[config.mk]
export PLATFORM = sky130hd
export DESIGN_NAME = uart_receiver_flat
export DESIGN_NICKNAME = d
export VERILOG_FILES = /design/src/rtl/uart_receiver_if.sv /design/src/rtl/uart_receiver.sv /design/src/flat_wrapper.sv
export SDC_FILE = /design/constraint.sdc
export NUM_CORES = 1
export LEC_CHECK = 0
export ABC_AREA = 1
export BUFFER_PORTS_ARGS = -buffer_cell sky130_fd_sc_hd__buf_4
export CAP_MARGIN = 20
export CORE_MARGIN = 2
export CORE_UTILIZATION = 25
export CTS_CLUSTER_SIZE = 40
export DETAILED_ROUTE_END_ITERATION = 10
export PLACE_DENSITY = 0.46
export SYNTH_ARGS = -nofsm -noshare
export SYNTH_HDL_FRONTEND = slang
export SYNTH_SLANG_ARGS = --single-unit
[constraint.sdc]
create_clock -name clk -period 1.31 [get_ports clk]
set_input_delay 0.262 -clock clk [delete_from_list [all_inputs] [get_ports clk]]
set_output_delay 0.262 -clock clk [all_outputs]
set_load 0.01 [all_outputs]
[src/rtl/uart_receiver_if.sv]
// Pad-side line, line-control configuration and receive results of the UART receiver.
interface uart_receiver_if;
  logic [7:0] DLL;
  logic [7:0] DLH;
  logic       BGE;
  logic       OSM_SEL;
  logic       PEN;
  logic       STB;
  logic [1:0] WLS;
  logic       UART_RX_I;
  logic       baud_clk;
  logic       rx_done;
  logic [7:0] rx_data;
  logic       parity_err;
  logic       frame_err;

  modport master (
    output DLL, DLH, BGE, OSM_SEL, PEN, STB, WLS, UART_RX_I,
    input  baud_clk, rx_done, rx_data, parity_err, frame_err
  );

  modport slave (
    input  DLL, DLH, BGE, OSM_SEL, PEN, STB, WLS, UART_RX_I,
    output baud_clk, rx_done, rx_data, parity_err, frame_err
  );
endinterface

[src/rtl/uart_receiver.sv]
// UART receiver: programmable baud-tick generator, RX synchronizer and an
// oversampling deframer for start, 5-8 data, optional even parity and 1-2 stop bits.
module uart_receiver #(
  parameter int unsigned SYNC_STAGES = 2
) (
  input logic            clk,
  input logic            rst_n,
  uart_receiver_if.slave bus
);

  typedef enum logic [2:0] {StIdle, StStart, StData, StParity, StStop, StBreak} state_e;

  // Baud generator
  logic [15:0] divisor;
  logic [15:0] baud_cnt_q;
  logic        baud_q;
  logic        baud_en;
  logic        tick;

  assign divisor = {bus.DLH, bus.DLL};
  assign baud_en = bus.BGE && (divisor != 16'd0);
  // Gated by BGE so dropping the enable silences the tick in the same cycle.
  assign tick    = baud_q && bus.BGE;

  // Down-counter reloaded with divisor-1; registered one-clk tick on each wrap.
  always_ff @(posedge clk or negedge rst_n) begin
    if (!rst_n) begin
      baud_cnt_q <= '0;
      baud_q     <= 1'b0;
    end else if (!baud_en) begin
      baud_cnt_q <= divisor - 16'd1;
      baud_q     <= 1'b0;
    end else if (baud_cnt_q == 16'd0) begin
      baud_cnt_q <= divisor - 16'd1;
      baud_q     <= 1'b1;
    end else begin
      baud_cnt_q <= baud_cnt_q - 16'd1;
      baud_q     <= 1'b0;
    end
  end

  // RX synchronizer, idle-high reset value.
  logic [SYNC_STAGES-1:0] sync_q;
  logic                   rx_s;

  always_ff @(posedge clk or negedge rst_n) begin
    if (!rst_n) sync_q <= '1;
    else        sync_q <= {sync_q[SYNC_STAGES-2:0], bus.UART_RX_I};
  end

  assign rx_s = sync_q[SYNC_STAGES-1];

  // Deframer state
  state_e     state_q, state_d;
  logic [3:0] tick_cnt_q, tick_cnt_d;
  logic [2:0] bit_idx_q, bit_idx_d;
  logic [7:0] shift_q, shift_d;
  logic       osm_q, osm_d, pen_q, pen_d, stb_q, stb_d;
  logic [1:0] wls_q, wls_d;
  logic       par_err_q, par_err_d;
  logic       stop_err_q, stop_err_d;
  logic       stop_more_q, stop_more_d;
  logic       rx_done_q, rx_done_d, parity_err_q, parity_err_d, frame_err_q, frame_err_d;
  logic [7:0] rx_data_q, rx_data_d;
  logic [3:0] mid_tick, last_tick;

  // Mid-start lands at MID, every later mid-bit sample OSR ticks after the previous one.
  assign mid_tick  = osm_q ? 4'd5 : 4'd7;
  assign last_tick = osm_q ? 4'd12 : 4'd15;

  // State register
  always_ff @(posedge clk or negedge rst_n) begin
    if (!rst_n) begin
      state_q      <= StIdle;
      tick_cnt_q   <= '0;
      bit_idx_q    <= '0;
      shift_q      <= '0;
      osm_q        <= 1'b0;
      pen_q        <= 1'b0;
      stb_q        <= 1'b0;
      wls_q        <= '0;
      par_err_q    <= 1'b0;
      stop_err_q   <= 1'b0;
      stop_more_q  <= 1'b0;
      rx_done_q    <= 1'b0;
      parity_err_q <= 1'b0;
      frame_err_q  <= 1'b0;
      rx_data_q    <= '0;
    end else begin
      state_q      <= state_d;
      tick_cnt_q   <= tick_cnt_d;
      bit_idx_q    <= bit_idx_d;
      shift_q      <= shift_d;
      osm_q        <= osm_d;
      pen_q        <= pen_d;
      stb_q        <= stb_d;
      wls_q        <= wls_d;
      par_err_q    <= par_err_d;
      stop_err_q   <= stop_err_d;
      stop_more_q  <= stop_more_d;
      rx_done_q    <= rx_done_d;
      parity_err_q <= parity_err_d;
      frame_err_q  <= frame_err_d;
      rx_data_q    <= rx_data_d;
    end
  end

  // Next-state and result logic; the FSM only moves on baud ticks.
  always_comb begin
    state_d      = state_q;
    tick_cnt_d   = tick_cnt_q;
    bit_idx_d    = bit_idx_q;
    shift_d      = shift_q;
    osm_d        = osm_q;
    pen_d        = pen_q;
    stb_d        = stb_q;
    wls_d        = wls_q;
    par_err_d    = par_err_q;
    stop_err_d   = stop_err_q;
    stop_more_d  = stop_more_q;
    rx_done_d    = 1'b0;
    parity_err_d = 1'b0;
    frame_err_d  = 1'b0;
    rx_data_d    = rx_data_q;

    if (!bus.BGE) begin
      state_d = StIdle;
    end else if (tick) begin
      unique case (state_q)
        StIdle: begin
          if (!rx_s) begin
            state_d    = StStart;
            tick_cnt_d = '0;
            bit_idx_d  = '0;
            shift_d    = '0;
            osm_d      = bus.OSM_SEL;
            pen_d      = bus.PEN;
            stb_d      = bus.STB;
            wls_d      = bus.WLS;
            par_err_d  = 1'b0;
            stop_err_d = 1'b0;
          end
        end
        StStart: begin
          if (tick_cnt_q == mid_tick) begin
            tick_cnt_d = '0;
            state_d    = rx_s ? StIdle : StData;
          end else begin
            tick_cnt_d = tick_cnt_q + 4'd1;
          end
        end
        StData: begin
          if (tick_cnt_q == last_tick) begin
            tick_cnt_d         = '0;
            shift_d[bit_idx_q] = rx_s;
            if (bit_idx_q == (3'd4 + {1'b0, wls_q})) begin
              state_d     = pen_q ? StParity : StStop;
              stop_more_d = stb_q;
            end else begin
              bit_idx_d = bit_idx_q + 3'd1;
            end
          end else begin
            tick_cnt_d = tick_cnt_q + 4'd1;
          end
        end
        StParity: begin
          if (tick_cnt_q == last_tick) begin
            tick_cnt_d = '0;
            par_err_d  = rx_s ^ (^shift_q);
            state_d    = StStop;
          end else begin
            tick_cnt_d = tick_cnt_q + 4'd1;
          end
        end
        StStop: begin
          if (tick_cnt_q == last_tick) begin
            tick_cnt_d = '0;
            if (stop_more_q) begin
              stop_more_d = 1'b0;
              stop_err_d  = stop_err_q | ~rx_s;
            end else if (stop_err_q || !rx_s) begin
              frame_err_d = 1'b1;
              // A line still held low must be seen high before a new start is hunted.
              state_d     = rx_s ? StIdle : StBreak;
            end else if (par_err_q) begin
              parity_err_d = 1'b1;
              state_d      = StIdle;
            end else begin
              rx_done_d = 1'b1;
              rx_data_d = shift_q;
              state_d   = StIdle;
            end
          end else begin
            tick_cnt_d = tick_cnt_q + 4'd1;
          end
        end
        StBreak: begin
          if (rx_s) state_d = StIdle;
        end
        default: state_d = StIdle;
      endcase
    end
  end

  assign bus.baud_clk   = tick;
  assign bus.rx_done    = rx_done_q;
  assign bus.rx_data    = rx_data_q;
  assign bus.parity_err = parity_err_q;
  assign bus.frame_err  = frame_err_q;

endmodule

[src/flat_wrapper.sv]
// flat-port wrapper written by rule: the top's interface ports become plain ports
module uart_receiver_flat 
#(
  parameter int unsigned SYNC_STAGES = 2
)
  (clk, rst_n, bus_DLL, bus_DLH, bus_BGE, bus_OSM_SEL, bus_PEN, bus_STB, bus_WLS, bus_UART_RX_I, bus_baud_clk, bus_rx_done, bus_rx_data, bus_parity_err, bus_frame_err);
  uart_receiver_if bus_i ();
  input logic clk;
  input logic rst_n;
  input wire logic [$bits(bus_i.DLL)-1:0] bus_DLL;
  input wire logic [$bits(bus_i.DLH)-1:0] bus_DLH;
  input wire logic [$bits(bus_i.BGE)-1:0] bus_BGE;
  input wire logic [$bits(bus_i.OSM_SEL)-1:0] bus_OSM_SEL;
  input wire logic [$bits(bus_i.PEN)-1:0] bus_PEN;
  input wire logic [$bits(bus_i.STB)-1:0] bus_STB;
  input wire logic [$bits(bus_i.WLS)-1:0] bus_WLS;
  input wire logic [$bits(bus_i.UART_RX_I)-1:0] bus_UART_RX_I;
  output wire logic [$bits(bus_i.baud_clk)-1:0] bus_baud_clk;
  output wire logic [$bits(bus_i.rx_done)-1:0] bus_rx_done;
  output wire logic [$bits(bus_i.rx_data)-1:0] bus_rx_data;
  output wire logic [$bits(bus_i.parity_err)-1:0] bus_parity_err;
  output wire logic [$bits(bus_i.frame_err)-1:0] bus_frame_err;
  assign bus_i.DLL = bus_DLL;
  assign bus_i.DLH = bus_DLH;
  assign bus_i.BGE = bus_BGE;
  assign bus_i.OSM_SEL = bus_OSM_SEL;
  assign bus_i.PEN = bus_PEN;
  assign bus_i.STB = bus_STB;
  assign bus_i.WLS = bus_WLS;
  assign bus_i.UART_RX_I = bus_UART_RX_I;
  assign bus_baud_clk = bus_i.baud_clk;
  assign bus_rx_done = bus_i.rx_done;
  assign bus_rx_data = bus_i.rx_data;
  assign bus_parity_err = bus_i.parity_err;
  assign bus_frame_err = bus_i.frame_err;
  uart_receiver #(.SYNC_STAGES(SYNC_STAGES)) u_core (.clk(clk), .rst_n(rst_n), .bus(bus_i));
endmodule
==> metrics <==
Yosys cell types=36; Vias per Instance=4.22; Post-Syn Area=3490 um^2; vias in the first global route=3,380; Max Cap Viol=0; Hold Path Depth=1; Reg-to-Reg Start=u_core.tick_cnt_q[1]$_DFFE_PN0P_; # diodes=0; critical path startpoint category=flip-flop; Nets=648; vias=3,373; Tmin final=1.53 ns; run status=finished with violations; Die H=122 um; fin crit share=117%; Highest Clock Rate=652 MHz; Initial Utilization=25.3%; Port-buffer cells=36; HPWL Detailed=6.74 mm; global route total overflow=0; Worst Max-Slew Pin Slew=0.347 ns; area grow syn2layout=57.9%; placer congestion estimate=0.830; Seq cells post-synth=56; Clock transition at path regs=0.07 ns; Final Non-Filler Cells=799; # DRC=0; Skew-Pair Late Insertion Delay=0.30 ns; die area=14,900 um^2; pre-CTS setup slack=-0.287 ns; Worst Hold End=u_core.sync_q[0]$_DFF_PN1_; Post-Syn Area per Cell=7.51 um^2; Core Area=13,800 um^2; final hold violations=0; Worst Setup Slack, final=-0.224 ns; peak supply drop=0.406 mV; number of DRC markers in iteration 0=107; hold wc startpoint=bus_UART_RX_I; CTS max path bufs=2; row count=43; Setup CP Type=flip-flop to flip-flop; CTS Root Cell=clkbuf_16; Post-synth EDFFs=0; crit-path max FO=6; R2R cell count=10; htree depth=2; Ports=37; first-pass GRT wire length=15.1 mm; commonest non-fill, non-tap cell in the layout=buf_4; RSZ-0062 raised after global routing=yes; FF-to-FF End=u_core.state_q[1]$_DFFE_PN0P_; failing checks=setup timing; R2R Setup Slk=-0.22 ns; CTS sink count=56; Post-synth ARST share=100%; fill count=1,417; synth warn=0; CTS tree=yes; WL/cell=11.1 um; Final Skew=0.00568 ns; total CTS buffers=5; Post-DRT Antenna Nets=0; initial antenna violation count=0; Power Density=722 nW/um^2; die boundary width=122 um; syn_nets=495; Worst Setup End Kind=flip-flop; relative slew slack=76.7%; Global Route Usage Sum=12.5%; Crit path required time=1.50 ns; FF+latch area=1410 um^2; static leakage=2.75 nW; hold crit path type=input port to flip-flop; final WL=8.89 mm; Post-synth top flop=dfrtp_1; most frequent cells in the layout=buf_4 (131), nand2_1 (111), dfrtp_1 (52); setup violators final=54; DP Cell Count=766; Slew Limit Fails=0; multi-input gate area in the final layout=2270 um^2; largest net degree at the start of global routing=34; first-pass detailed-route iteration total=6; crit path DAT=1.72 ns; Seq/Total Area, Yosys=40.2%; layout cells sized above 1=45.6%; Synth Instances=465
[critical path, cell delays in order (launching register included)]
cell and delay [ns]:
dfrtp_1 0.42, nand2_1 0.10, inv_2 0.05, nor2_4 0.18
nand2_4 0.12, nand2_2 0.09, nand3_2 0.09, nor2_4 0.15
nand2_2 0.10, nand3_2 0.07, nand2_1 0.05
[per-stage QoR]
stage | setup TNS, ns | hold slack, ns | utilization, % | area, um^2 | power [W]
after detailed placement | -7.31 | 0.186 | 34.2 | 4710 | 0.00253
after global placement | -6.41 | 0.186 | 34.2 | 4710 | 0.00253
final | -7.98 | 0.0740 | 40.0 | 5510 | 0.00398
after global routing | -13.38 | 0.0657 | 40.0 | 5510 | 0.00419
after CTS | -6.75 | 0.0658 | 38.0 | 5230 | 0.00402
after floorplan | -0.0205 | -0.0336 | - | 3520 | 0.00217
[how the worst max path moves through the flow]
stage / from / to / slack (ns)
floorplan: bus_DLL[0] / u_core.baud_cnt_q[8]$_DFF_PN0_ / -0.02
global placement: bus_DLL[1] / u_core.baud_cnt_q[14]$_DFF_PN0_ / -0.24
detailed placement: bus_DLL[1] / u_core.baud_cnt_q[8]$_DFF_PN0_ / -0.29
CTS: u_core.baud_cnt_q[0]$_DFF_PN0_ / u_core.baud_cnt_q[14]$_DFF_PN0_ / -0.20
global route: u_core.baud_cnt_q[0]$_DFF_PN0_ / u_core.baud_cnt_q[14]$_DFF_PN0_ / -0.33
finish: u_core.tick_cnt_q[1]$_DFFE_PN0P_ / u_core.state_q[1]$_DFFE_PN0P_ / -0.22
[power by group]
part | internal, W | switching (W) | total, W
sequential | 0.00180 | 0.0000539 | 0.00186
clock | 0.000756 | 0.000611 | 0.00137
combinational | 0.000383 | 0.000372 | 0.000755
total | 0.00294 | 0.00104 | 0.00398
[registers in the layout (all words and copies together) (netlist names)]
register	count
u_core.baud_q	1
u_core.state_q	3
u_core.stop_err_q	1
u_core.bit_idx_q	3
u_core.baud_cnt_q	16
u_core.sync_q	2
u_core.bus.rx_data	8
u_core.bus.frame_err	1
u_core.pen_q	1
u_core.wls_q	2
u_core.bus.parity_err	1
u_core.tick_cnt_q	4
u_core.bus.rx_done	1
u_core.osm_q	1
u_core.stop_more_q	1
u_core.shift_q	8
u_core.stb_q	1
u_core.par_err_q	1
[cell type report]
| class | instances | area share [%] |
|---|---|---|
| Timing Repair Buffer | 149 | 22.3 |
| Timing Repair inverter | 2 | 0.272 |
| Multi-Input combinational cell | 356 | 41.2 |
| Tap cell | 180 | 4.09 |
| Clock inverter | 2 | 0.182 |
| Inverter | 48 | 3.90 |
| Sequential cell | 56 | 25.5 |
| Clock buffer | 6 | 2.52 |
[per-layer routing]
metal  vias to the layer above  routed length [um]  GRT usage [%]
met5                         -                   0              0
met4                         0                  97           3.30
met3                         5                 246           1.78
met2                        44                4580           23.0
met1                      1534                3960           15.0
li1                       1790                   -              -
[cells in the mapped netlist, types with 3 or more instances]
cell type | count | area (um^2)
nor3_1 | 12 | 60.1
inv_1 | 38 | 143
nand4_1 | 9 | 56.3
nor2_1 | 45 | 169
xnor2_1 | 11 | 96.3
mux2_2 | 3 | 33.8
inv_2 | 9 | 33.8
o21ai_1 | 14 | 70.1
nand3_1 | 34 | 170
nor2_4 | 4 | 45.0
ha_1 | 5 | 62.6
nor2_2 | 6 | 37.5
o21ai_0 | 16 | 80.1
xor2_1 | 22 | 193
buf_2 | 3 | 15.0
nand2_2 | 7 | 43.8
a21oi_1 | 4 | 20.0
dfrtp_1 | 54 | 1350
nand2_1 | 144 | 541
[cell families (layout without fill, tap and decap cells)]
logic type	Yosys count	after routing	share of synthesized area [%]
buf+inv	54	207	6.38
xor+xnor	33	33	8.28
simple gates	273	274	35.4
mux	3	3	0.968
fa+ha+maj	5	5	1.79
compound gates	41	41	6.95
flops	56	56	40.2
[timing repair]
action	in CTS	in global routing
setup endpoints to repair	55	54
cloned	4	1
gates resized for setup	71	68
endpoints found under the hold margin	21	0
hold buffers	1	0
pin swaps	23	33
buffers inserted	13	9
No activity file was read; power rests on OpenSTA's default activity.
